[src/rtl/gemm_tile_col2im_writer_if.sv]
// gemm_tile_col2im_writer_if
//   Bundles the tile-row stream coming from the systolic controller and the
//   single-port SRAM write bus leaving the col2im writer.
//
//   in_valid / in_ready : tile-row handshake (producer -> writer)
//   in_m0 / in_n0       : tile base row / column, meaningful on row 0 of a tile
//   in_row              : one C-tile row, element j belongs to column n0+j
//   wr_en / wr_addr     : SRAM write strobe and flat CHW address (n*M_TOTAL+m)
//   wr_data             : requantised element
//
//   master : the testbench / controller side (drives the row stream, observes writes)
//   slave  : the col2im writer itself
interface gemm_tile_col2im_writer_if #(
  parameter int DATA_W_P = 16,
  parameter int ACC_W_P  = 32,
  parameter int SA_COLS  = 16,
  parameter int M_TOTAL  = 3136,
  parameter int N_TOTAL  = 64
);
  localparam int MW = (M_TOTAL > 1) ? $clog2(M_TOTAL) : 1;
  localparam int NW = (N_TOTAL > 1) ? $clog2(N_TOTAL) : 1;
  localparam int AW = (M_TOTAL * N_TOTAL > 1) ? $clog2(M_TOTAL * N_TOTAL) : 1;

  logic                              in_valid;
  logic                              in_ready;
  logic [MW-1:0]                     in_m0;
  logic [NW-1:0]                     in_n0;
  logic [SA_COLS-1:0][ACC_W_P-1:0]   in_row;
  logic                              wr_en;
  logic [AW-1:0]                     wr_addr;
  logic signed [DATA_W_P-1:0]        wr_data;

  modport master (
    output in_valid, in_m0, in_n0, in_row,
    input  in_ready, wr_en, wr_addr, wr_data
  );

  modport slave (
    input  in_valid, in_m0, in_n0, in_row,
    output in_ready, wr_en, wr_addr, wr_data
  );
endinterface

[src/rtl/gemm_tile_col2im_writer.sv]
// gemm_tile_col2im_writer
//   Drains GEMM result tiles one tile row at a time and scatters each element
//   into a flat CHW output feature map at address n*M_TOTAL + m, applying an
//   optional ReLU followed by an arithmetic right shift and saturation to
//   DATA_W_P bits. One row costs one accept cycle plus SA_COLS write cycles;
//   elements falling outside M_TOTAL x N_TOTAL use their cycle but do not write.
//
//   clk, rst_n      : clock (rising edge), asynchronous active-low reset
//   start_i         : one-cycle pulse starting a layer (only in IDLE or DONE)
//   cfg_relu_en_i   : clamp negatives to zero, sampled on start
//   cfg_shift_i     : arithmetic right shift amount, sampled on start
//   bus (slave)     : tile-row handshake in, registered SRAM write bus out
//   busy_o          : high while accepting or writing rows
//   done_o          : high once every tile has been written, until next start
module gemm_tile_col2im_writer #(
  parameter int DATA_W_P = 16,
  parameter int ACC_W_P  = 32,
  parameter int SA_ROWS  = 16,
  parameter int SA_COLS  = 16,
  parameter int M_TOTAL  = 3136,
  parameter int N_TOTAL  = 64
) (
  input  logic                     clk,
  input  logic                     rst_n,
  input  logic                     start_i,
  input  logic                     cfg_relu_en_i,
  input  logic [4:0]               cfg_shift_i,
  gemm_tile_col2im_writer_if.slave bus,
  output logic                     busy_o,
  output logic                     done_o
);

  localparam int MT    = (M_TOTAL + SA_ROWS - 1) / SA_ROWS;
  localparam int NT    = (N_TOTAL + SA_COLS - 1) / SA_COLS;
  localparam int TILES = MT * NT;
  localparam int MW    = (M_TOTAL > 1) ? $clog2(M_TOTAL) : 1;
  localparam int NW    = (N_TOTAL > 1) ? $clog2(N_TOTAL) : 1;
  localparam int AW    = (M_TOTAL * N_TOTAL > 1) ? $clog2(M_TOTAL * N_TOTAL) : 1;
  localparam int RW    = (SA_ROWS > 1) ? $clog2(SA_ROWS) : 1;
  localparam int CW    = (SA_COLS > 1) ? $clog2(SA_COLS) : 1;
  localparam int TW    = $clog2(TILES + 1);

  localparam logic [RW-1:0] R_LAST = RW'(SA_ROWS - 1);
  localparam logic [CW-1:0] C_LAST = CW'(SA_COLS - 1);
  localparam logic [TW-1:0] T_LAST = TW'(TILES - 1);

  // Saturation bounds expressed at accumulator width; the minimum is the
  // bitwise complement of the maximum in two's complement.
  localparam logic signed [ACC_W_P-1:0] SAT_MAX =
    ACC_W_P'((64'sd1 <<< (DATA_W_P - 1)) - 64'sd1);
  localparam logic signed [ACC_W_P-1:0] SAT_MIN = ~SAT_MAX;

  typedef enum logic [1:0] {
    IDLE,
    ACCEPT,
    WRITE,
    DONE
  } state_t;

  state_t                           state_q, state_d;
  logic [RW-1:0]                    r_q, r_d;
  logic [CW-1:0]                    c_q, c_d;
  logic [TW-1:0]                    t_q, t_d;
  logic [MW-1:0]                    m0_q, m0_d;
  logic [NW-1:0]                    n0_q, n0_d;
  logic [31:0]                      m_q, m_d;
  logic                             relu_q, relu_d;
  logic [4:0]                       shift_q, shift_d;
  logic [SA_COLS-1:0][ACC_W_P-1:0]  rowBuf_q, rowBuf_d;
  logic                             wrEn_q, wrEn_d;
  logic [AW-1:0]                    wrAddr_q, wrAddr_d;
  logic signed [DATA_W_P-1:0]       wrData_q, wrData_d;

  logic                             inReady;
  logic                             selValid;
  logic signed [ACC_W_P-1:0]        selX;
  logic [31:0]                      selM;
  logic [31:0]                      selN;
  logic signed [ACC_W_P-1:0]        reluX;
  logic signed [ACC_W_P-1:0]        shiftX;
  logic                             inRange;

  // State, counters, row buffer and the registered write bus.
  always_ff @(posedge clk or negedge rst_n) begin
    if (!rst_n) begin
      state_q  <= IDLE;
      r_q      <= '0;
      c_q      <= '0;
      t_q      <= '0;
      m0_q     <= '0;
      n0_q     <= '0;
      m_q      <= '0;
      relu_q   <= 1'b0;
      shift_q  <= '0;
      rowBuf_q <= '0;
      wrEn_q   <= 1'b0;
      wrAddr_q <= '0;
      wrData_q <= '0;
    end else begin
      state_q  <= state_d;
      r_q      <= r_d;
      c_q      <= c_d;
      t_q      <= t_d;
      m0_q     <= m0_d;
      n0_q     <= n0_d;
      m_q      <= m_d;
      relu_q   <= relu_d;
      shift_q  <= shift_d;
      rowBuf_q <= rowBuf_d;
      wrEn_q   <= wrEn_d;
      wrAddr_q <= wrAddr_d;
      wrData_q <= wrData_d;
    end
  end

  // Next-state logic. The element that will appear on the write bus in the
  // following cycle is selected here: column 0 comes straight from in_row on
  // the handshake so it is already registered in the first WRITE cycle, and
  // each WRITE cycle with column c preloads column c+1 from the row buffer.
  always_comb begin
    state_d  = state_q;
    r_d      = r_q;
    c_d      = c_q;
    t_d      = t_q;
    m0_d     = m0_q;
    n0_d     = n0_q;
    m_d      = m_q;
    relu_d   = relu_q;
    shift_d  = shift_q;
    rowBuf_d = rowBuf_q;
    inReady  = 1'b0;
    selValid = 1'b0;
    selX     = '0;
    selM     = '0;
    selN     = '0;

    case (state_q)
      IDLE, DONE: begin
        if (start_i) begin
          state_d = ACCEPT;
          r_d     = '0;
          c_d     = '0;
          t_d     = '0;
          relu_d  = cfg_relu_en_i;
          shift_d = cfg_shift_i;
        end
      end

      ACCEPT: begin
        inReady = 1'b1;
        if (bus.in_valid) begin
          rowBuf_d = bus.in_row;
          // Tile coordinates are only trusted on the first row of a tile.
          if (r_q == '0) begin
            m0_d = bus.in_m0;
            n0_d = bus.in_n0;
          end
          m_d      = 32'(m0_d) + 32'(r_q);
          c_d      = '0;
          state_d  = WRITE;
          selValid = 1'b1;
          selX     = bus.in_row[0];
          selM     = m_d;
          selN     = 32'(n0_d);
        end
      end

      WRITE: begin
        if (c_q == C_LAST) begin
          if (r_q == R_LAST) begin
            r_d     = '0;
            t_d     = t_q + TW'(1);
            state_d = (t_q == T_LAST) ? DONE : ACCEPT;
          end else begin
            r_d     = r_q + RW'(1);
            state_d = ACCEPT;
          end
        end else begin
          c_d      = c_q + CW'(1);
          selValid = 1'b1;
          selX     = rowBuf_q[c_d];
          selM     = m_q;
          selN     = 32'(n0_q) + 32'(c_d);
        end
      end

      default: state_d = IDLE;
    endcase
  end

  // Requantisation of the selected element: ReLU, floor shift, saturate.
  // Edge tiles past M_TOTAL or N_TOTAL still take their cycle but never write.
  always_comb begin
    reluX    = (relu_q && selX[ACC_W_P-1]) ? '0 : selX;
    shiftX   = reluX >>> shift_q;
    inRange  = (selM < 32'(M_TOTAL)) && (selN < 32'(N_TOTAL));
    wrEn_d   = selValid && inRange;
    wrAddr_d = '0;
    wrData_d = '0;
    if (wrEn_d) begin
      wrAddr_d = AW'(selN * 32'(M_TOTAL) + selM);
      if (shiftX > SAT_MAX) begin
        wrData_d = SAT_MAX[DATA_W_P-1:0];
      end else if (shiftX < SAT_MIN) begin
        wrData_d = SAT_MIN[DATA_W_P-1:0];
      end else begin
        wrData_d = shiftX[DATA_W_P-1:0];
      end
    end
  end

  assign bus.in_ready = inReady;
  assign bus.wr_en    = wrEn_q;
  assign bus.wr_addr  = wrAddr_q;
  assign bus.wr_data  = wrData_q;
  assign busy_o       = (state_q == ACCEPT) || (state_q == WRITE);
  assign done_o       = (state_q == DONE);

endmodule

[src/flat_wrapper.sv]
// flat-port wrapper written by rule: the top's interface ports become plain ports
module gemm_tile_col2im_writer_flat 
#(
  parameter int DATA_W_P = 16,
  parameter int ACC_W_P  = 32,
  parameter int SA_ROWS  = 16,
  parameter int SA_COLS  = 16,
  parameter int M_TOTAL  = 3136,
  parameter int N_TOTAL  = 64
)
  (clk, rst_n, start_i, cfg_relu_en_i, cfg_shift_i, busy_o, done_o, bus_in_valid, bus_in_m0, bus_in_n0, bus_in_row, bus_in_ready, bus_wr_en, bus_wr_addr, bus_wr_data);
  gemm_tile_col2im_writer_if #(.DATA_W_P(DATA_W_P), .ACC_W_P(ACC_W_P), .SA_COLS(SA_COLS), .M_TOTAL(M_TOTAL), .N_TOTAL(N_TOTAL)) bus_i ();
  input  logic clk;
  input  logic rst_n;
  input  logic start_i;
  input  logic cfg_relu_en_i;
  input  logic [4:0] cfg_shift_i;
  output logic busy_o;
  output logic done_o;
  input wire logic [$bits(bus_i.in_valid)-1:0] bus_in_valid;
  input wire logic [$bits(bus_i.in_m0)-1:0] bus_in_m0;
  input wire logic [$bits(bus_i.in_n0)-1:0] bus_in_n0;
  input wire logic [$bits(bus_i.in_row)-1:0] bus_in_row;
  output wire logic [$bits(bus_i.in_ready)-1:0] bus_in_ready;
  output wire logic [$bits(bus_i.wr_en)-1:0] bus_wr_en;
  output wire logic [$bits(bus_i.wr_addr)-1:0] bus_wr_addr;
  output wire logic [$bits(bus_i.wr_data)-1:0] bus_wr_data;
  assign bus_i.in_valid = bus_in_valid;
  assign bus_i.in_m0 = bus_in_m0;
  assign bus_i.in_n0 = bus_in_n0;
  assign bus_i.in_row = bus_in_row;
  assign bus_in_ready = bus_i.in_ready;
  assign bus_wr_en = bus_i.wr_en;
  assign bus_wr_addr = bus_i.wr_addr;
  assign bus_wr_data = bus_i.wr_data;
  gemm_tile_col2im_writer #(.DATA_W_P(DATA_W_P), .ACC_W_P(ACC_W_P), .SA_ROWS(SA_ROWS), .SA_COLS(SA_COLS), .M_TOTAL(M_TOTAL), .N_TOTAL(N_TOTAL)) u_core (.clk(clk), .rst_n(rst_n), .start_i(start_i), .cfg_relu_en_i(cfg_relu_en_i), .cfg_shift_i(cfg_shift_i), .bus(bus_i), .busy_o(busy_o), .done_o(done_o));
endmodule
[config.mk]
export PLATFORM = sky130hd
export DESIGN_NAME = gemm_tile_col2im_writer_flat
export DESIGN_NICKNAME = d
export VERILOG_FILES = /design/src/rtl/gemm_tile_col2im_writer_if.sv /design/src/rtl/gemm_tile_col2im_writer.sv /design/src/flat_wrapper.sv
export SDC_FILE = /design/constraint.sdc
export NUM_CORES = 2
export LEC_CHECK = 0
export CAP_MARGIN = 10
export CORE_MARGIN = 10
export CORE_UTILIZATION = 23
export CTS_BUF_LIST = sky130_fd_sc_hd__clkbuf_4 sky130_fd_sc_hd__clkbuf_8
export DETAILED_ROUTE_END_ITERATION = 7
export DONT_BUFFER_PORTS = 1
export SKIP_CTS_REPAIR_TIMING = 1
export SLEW_MARGIN = 0
export SYNTH_ARGS = -nofsm -noshare
export SYNTH_HDL_FRONTEND = slang
export SYNTH_SLANG_ARGS = --single-unit
[constraint.sdc]
create_clock -name clk -period 5.9 [get_ports clk]
set_clock_uncertainty 0.2 [all_clocks]
set_input_delay 0.885 -clock clk [delete_from_list [all_inputs] [get_ports clk]]
set_output_delay 0.885 -clock clk [all_outputs]
set_load 0.02 [all_outputs]
After elaboration in Yosys (flattened, before gate mapping)
Cells that the tools add are included.
{ "totals": {"rom_bits": 0, "reg_bits": 623, "in_bits": 540, "ram_bits": 0, "out_inout_bits": 38, "latch_bits": 0, "wordCells": 107, "memories": 0} }
{ "op_classes": {"muxes": 41, "n_eq_ne": 11, "shifts": 1, "mul": 1, "div": 0, "n_bitwise": 0, "n_lt_le_gt_ge": 5, "reduce_logical": 14, "add_sub_neg": 6} }
{ "op_table": {"columns": ["op", "n"], "rows": [
  ["32-bit two-way mux", 7],
  ["32-bit case mux with 2 select lines", 3],
  ["32-bit binary-select mux with 4-bit select", 1],
  ["16-bit two-way mux", 3],
  ["12-bit two-way mux", 3],
  ["32-bit by 16-bit greater-than comparator with 1-bit output (second input constant)", 1],
  ["32-bit by 12-bit less-than comparator with 1-bit output (second input constant)", 1],
  ["32-bit by 16-bit less-than comparator with 1-bit output (second input constant)", 1],
  ["32-bit by 7-bit less-than comparator with 1-bit output (second input constant)", 1],
  ["32-bit by 6-bit multiplier with 12-bit output (second input constant)", 1],
  ["32-bit by 5-bit >>> shifter with 32-bit output", 1],
  ["10-bit two-way mux", 3],
  ["4-bit two-way mux", 5],
  ["10-bit case mux with 2 select lines", 1],
  ["18-bit adder", 1],
  ["18-bit two-way mux", 1],
  ["12-bit by 4-bit adder with 13-bit output", 1],
  ["6-bit two-way mux", 2],
  ["4-bit case mux with 3 select lines", 1],
  ["10-bit by 1-bit adder with 10-bit output (second input constant)", 1],
  ["10-bit == test (second input constant)", 1],
  ["2-bit two-way mux", 5],
  ["3-bit AND reduction", 3],
  ["4-bit by 1-bit adder with 4-bit output (second input constant)", 2],
  ["19 further kinds", 29]
]} }

Longest topological paths before layout
{ "logic_depth": {"ltp_word": 12, "ltp_mapped": 28, "mapped_depth_nobuf": 22} }

Least setup slack after synthesis
No wires, ideal clock.
{ "synth_path": {"path_type": "reg-to-reg", "start": "reg u_core.c_q[1]", "end": "reg u_core.wrAddr_q[17], in the netlist u_core.bus.wr_addr[17]", "stages_incl_launch_ff": 26, "arrival_time_ns": 5.490, "setup_ns": 0.132, "required_time_ns": 5.568, "setup_slack_ns": 0.078, "n_path_buf": 7, "path_cell_list": "dfrtp_1 ha_1 buf_2 buf_2 buf_4 buf_2 buf_2 buf_2 buf_2 inv_1 fa_1 nor2b_1 o32a_1 nor2_1 ha_1 fa_1 ha_1 ha_1 fa_1 a21oi_1 nor2_1 nor2_1 xnor2_1 nand3_1 xnor2_1 nor2_1"} }
{ "synth_between": {"elab_chain_cells": 8, "elab_cells_between_ends": 16, "cone_classes": "3 x add/sub; 1 x mul; 2 x order compare; 1 x eq/ne; 7 x mux; 2 x reduce/logical"} }
{ "synth_rtl": {"columns": ["element", "line", "source"], "rows": [
  ["start, declared", "gemm_tile_col2im_writer.sv:62", "logic [CW-1:0] c_q, c_d;"],
  ["start signal, assigned", "gemm_tile_col2im_writer.sv:88", "c_q <= '0;"],
  ["start signal, assigned", "gemm_tile_col2im_writer.sv:102", "c_q <= c_d;"],
  ["parallel branches: the longest is 7 deep, another holds 32-bit by 6-bit multiplier with 12-bit output", null, null],
  ["18-bit two-way mux *", "gemm_tile_col2im_writer.sv:200", "if (wrEn_d) begin"],
  ["via u_core.wrAddr_d[17]", "gemm_tile_col2im_writer.sv:71", "logic [AW-1:0] wrAddr_q, wrAddr_d;"],
  ["end signal, assigned", "gemm_tile_col2im_writer.sv:111", "wrAddr_q <= wrAddr_d;"],
  ["end, declared", "gemm_tile_col2im_writer.sv:71", null]
]} }
Mark *: on every way through the listed nets, which the timed path passes.
A chain may end at the register's enable or synchronous reset.

Worst setup path in the final report
{ "layout_path": {"start": "reg u_core.r_q[1]", "end": "reg u_core.wrData_q[13], in the netlist u_core.bus.wr_data[13]"} }
{ "layout_between": {"elab_chain_cells": 11, "elab_cells_between_ends": 15, "cone_classes": "1 x add/sub; 2 x order compare; 9 x mux; 3 x reduce/logical"} }
{ "layout_rtl": {"columns": ["element", "line", "source"], "rows": [
  ["start, declared", "gemm_tile_col2im_writer.sv:61", "logic [RW-1:0] r_q, r_d;"],
  ["start signal, assigned", "gemm_tile_col2im_writer.sv:101", "r_q <= r_d;"],
  ["4-bit zero test", "gemm_tile_col2im_writer.sv:154", "if (r_q == '0) begin"],
  ["12-bit two-way mux", "gemm_tile_col2im_writer.sv:154", null],
  ["12-bit two-way mux", "gemm_tile_col2im_writer.sv:151", "if (bus.in_valid) begin"],
  ["12-bit two-way mux", "gemm_tile_col2im_writer.sv:137", "case (state_q)"],
  ["12-bit by 4-bit adder with 13-bit output", "gemm_tile_col2im_writer.sv:158", "m_d = 32'(m0_d) + 32'(r_q);"],
  ["32-bit two-way mux", "gemm_tile_col2im_writer.sv:151", null],
  ["32-bit case mux with 2 select lines", "gemm_tile_col2im_writer.sv:137", null],
  ["32-bit by 12-bit less-than comparator with 1-bit output", "gemm_tile_col2im_writer.sv:196", "inRange = (selM < 32'(M_TOTAL)) && (selN < 32'(N_TOTAL));"],
  ["1-bit logical AND *", "gemm_tile_col2im_writer.sv:196", null],
  ["1-bit logical AND *", "gemm_tile_col2im_writer.sv:197", "wrEn_d = selValid && inRange;"],
  ["via u_core.wrEn_d", "gemm_tile_col2im_writer.sv:70", "logic wrEn_q, wrEn_d;"],
  ["16-bit two-way mux *", "gemm_tile_col2im_writer.sv:200", null],
  ["via u_core.wrData_d[13]", "gemm_tile_col2im_writer.sv:72", "logic signed [DATA_W_P-1:0] wrData_q, wrData_d;"],
  ["end signal, assigned", "gemm_tile_col2im_writer.sv:112", "wrData_q <= wrData_d;"],
  ["end, declared", "gemm_tile_col2im_writer.sv:72", null]
]} }
The timed path passes the listed nets; every way through them passes the cells marked *. The select of a mux whose other input is x is not followed.

==> out/qor.yml <==
power_frac_comb_pct: 40.6
cp-start-kind: "register"
clk_pin_slew_ns: 0.06
hold_violations: 0
place_worst_setup_slack_ns: 0.568
leakagePower_nw: 19.0
synth_top_area_share_pct: 49.5
grt_max_degree: 605
path_cells: "inv_1 > ha_1 > nor3b_4 > buf_4 > mux2_2 > fa_1 > a21o_1 > a21oi_1 > nor4b_2 > and3_1 > a211oi_1 > o31ai_2 > inv_1 > nand3_1 > a31oi_1 > a31o_1"
core_area_um2: 132000
wl_per_cell_um: 22.1
synth_compound_area_share_pct: 6.00
setup-tns-final_ns: 0
die_h_um: 384
clkLatencyLatePin_ns: 0.85
syn_area_per_cell_um2: 9.17
hold_end: "u_core.rowBuf_q[124]$_DFFE_PN0P_"
clock_power_share_pct: 23.8
hpwl_um: 88600
synth_warnings: 0
drive_above_1_share_pct: 11.4
antenna_found_initial: 37
ys_ff_latch: 604
rr_worst_depth: 16
cp_common_cell: "inv_1"
cts_buffers: 111
seq_area_frac_synth_pct: 49.5
setup_viol: 0
drv_cap: 0
cp_max_fo: 15
viasPerCell: 4.69
remaining_drc_errors: 0
nets: 4398
grt_pass1_vias: 24800
slowest_delay_ns: 0.94
swShare_pct: 41.0
cp_top_family: "compound AO/OA/AOI/OAI gates"
grt-ovfl-total: 0
critical_path_class: "reg2reg"
synth_cells: 3330
synth_top_family_by_area: "simple AND/OR/NAND/NOR gates"
num_vias: 26700
yosys.area_share.simple_pct: 24.3
p_switching_w: 0.00836
gp_congestion: 0.880
path_buf_inv: 3
cts_tree: "built"
worst_slack_ns: 0.498
timing.rr.start: "u_core.r_q[1]$_DFFE_PN0P_"
timing.fmax_mhz: 185
cp_slowest_cell: "a31oi_1"
synth-xor-area-share_pct: 0.827
power.internal_w: 0.0120
synth.area.mux_share_pct: 13.9
areaGrowthSynthToFinish_pct: 32.1
synth.distinct_cells: 83
yosys.area.top_type: "dfrtp_1"
die_area_um2: 148000
r2r_end: "u_core.bus.wr_data[13]$_DFF_PN0_"
hold_depth: 2
fillers: 13300
status: "finished clean"
irDropWorstVdd_uv: 272
worstPathArrival_ns: 5.92
worstMarginPinSlew_ns: 1.24
required_ns: 6.41
synthesis.nets: 3921
ys_async_sr_fraction_pct: 100
end_kind: "register"
min_from: "bus_in_row[124]"
synth_edf_count: 0
synthesis.area_um2: 30500
synth_ff_type: "dfrtp_1"
gr-usage-all-layers_pct: 15.4
p_per_area_nw_per_um2: 505
clock-sinks: 604
clk_path_buf_depth: 3
drv_slew: 0
cts_root_buffer: "clkbuf_8"
io_buffers: 0
grt_pass1_wl_um: 168000
die-width_um: 384
period_minus_slack_ns: 5.40
start_util_pct: 23.2
rows: 133
synthAdderAreaFrac_pct: 2.21
period_share_pct: 91.6
ant_nets: 0
synthTopCellsByArea: "dfrtp_1 (49%), nand2_1 (20%), mux4_2 (9.4%), mux2i_1 (3.6%), clkbuf_1 (1.9%)"
max_slew_margin_pct: 17.0
worstHoldPathType: "in2reg"
rsz0062_at_grt: "no"
first_pass_iters: 6
r2r_setup_slack_ns: 0.50
drt-initial-drc-count: 2412
num_io_pins: 578
p_seq_share_pct: 35.7
wl_um: 126000
h-tree-depth: 3
## sequential cells by signal, indices dropped and copies added (netlist names)
| name | flops |
|---|---|
| u_core.m0_q | 12 |
| u_core.state_q | 2 |
| u_core.rowBuf_q | 512 |
| u_core.t_q | 10 |
| u_core.bus.wr_en | 1 |
| u_core.m_q | 13 |
| u_core.shift_q | 5 |
| u_core.r_q | 4 |
| u_core.c_q | 4 |
| u_core.relu_q | 1 |
| u_core.bus.wr_data | 16 |
| u_core.bus.wr_addr | 18 |
| u_core.n0_q | 6 |
## layout by cell type, fill, tap and decap left out, types with 14 or more instances in the layout
cell type / instances
mux4_2: 127
clkbuf_8: 133
nand3_1: 31
ha_1: 45
inv_1: 24
buf_4: 48
nor3_1: 35
dfrtp_1: 603
mux2_2: 24
xnor2_1: 14
clkinv_2: 16
dlygate4sd3_1: 511
o21ai_0: 55
a21o_1: 21
diode_2: 28
mux2i_1: 110
a21oi_1: 49
nor2_1: 97
o221ai_1: 34
clkbuf_4: 29
nand2_1: 1652
o22ai_1: 21
## power by group through the flow
stage                     combinational, W  clock [W]  sequential [W]
final                              0.00827    0.00484         0.00726
after CTS                          0.00790    0.00498         0.00725
after global placement             0.00777          0         0.00726
after global routing               0.00915    0.00516         0.00746
after detailed placement           0.00787          0         0.00730
after floorplan                    0.00563          0         0.00674
## cell usage after synthesis (14+ instances only)
| master | count |
|---|---|
| nand2_1 | 1653 |
| nand3_1 | 31 |
| o22ai_1 | 21 |
| mux2_2 | 24 |
| dfrtp_1 | 604 |
| mux4_2 | 127 |
| a21oi_1 | 49 |
| nor3_1 | 35 |
| clkbuf_1 | 156 |
| nor2_1 | 97 |
| a21o_1 | 21 |
| mux2i_1 | 110 |
| xnor2_1 | 14 |
| o21ai_0 | 55 |
| o221ai_1 | 34 |
| ha_1 | 46 |
| inv_1 | 24 |
| buf_2 | 25 |
## kinds of logic after synthesis
family                   Yosys count
XOR/XNOR                          28
buffers and inverters            232
adder cells (fa/ha/maj)           51
multiplexers                     263
AND/OR/NAND/NOR                 1890
AO/OA/AOI/OAI                    262
flip-flops                       604
## worst max path at each step
stage / endpoint / cells past startpoint / start / slack, ns
after detailed placement: u_core.bus.wr_addr[17]$_DFF_PN0_ / 18 / u_core.c_q[0]$_DFFE_PN0P_ / 0.57
after global routing: u_core.bus.wr_addr[16]$_DFF_PN0_ / 21 / u_core.r_q[1]$_DFFE_PN0P_ / 0.20
after floorplan: u_core.bus.wr_addr[17]$_DFF_PN0_ / 25 / u_core.c_q[1]$_DFFE_PN0P_ / 0.08
after global placement: u_core.bus.wr_addr[17]$_DFF_PN0_ / 18 / u_core.c_q[0]$_DFFE_PN0P_ / 0.61
final: u_core.bus.wr_data[13]$_DFF_PN0_ / 16 / u_core.r_q[1]$_DFFE_PN0P_ / 0.50
after CTS: u_core.bus.wr_addr[17]$_DFF_PN0_ / 18 / u_core.c_q[0]$_DFFE_PN0P_ / 0.55
## per-layer routing
metal	GRT usage (%)	routed length, µm
met4	5.06	4390
met2	23.9	58100
met3	7.32	12000
met1	18.6	50800
met5	0	217
## layout make-up
class,count,area (µm²),area share [%]
Sequential cell,604,15100,37.5
Antenna cell,28,70.1,0.174
Timing Repair Buffer,569,5710,14.1
Clock buffer,162,2050,5.08
Multi-Input combinational cell,2494,14500,35.9
Clock inverter,42,626,1.55
Inverter,27,106,0.264
Tap cell,1755,2200,5.44
## through the flow
stage                     total power [W]  hold WS, ns  instances  instance area [µm²]  utilization, %
final                              0.0204       0.0611       5681                40300            30.6
after global routing               0.0218      0.00167       5668                40300            30.6
after CTS                          0.0201       -0.549       5138                35000            26.6
after detailed placement           0.0152        0.257       4934                32400            24.6
after global placement             0.0150        0.252       4934                32400            24.6
after floorplan                    0.0124        0.240       3330                30500               -
(Power assumes the default switching activity.)
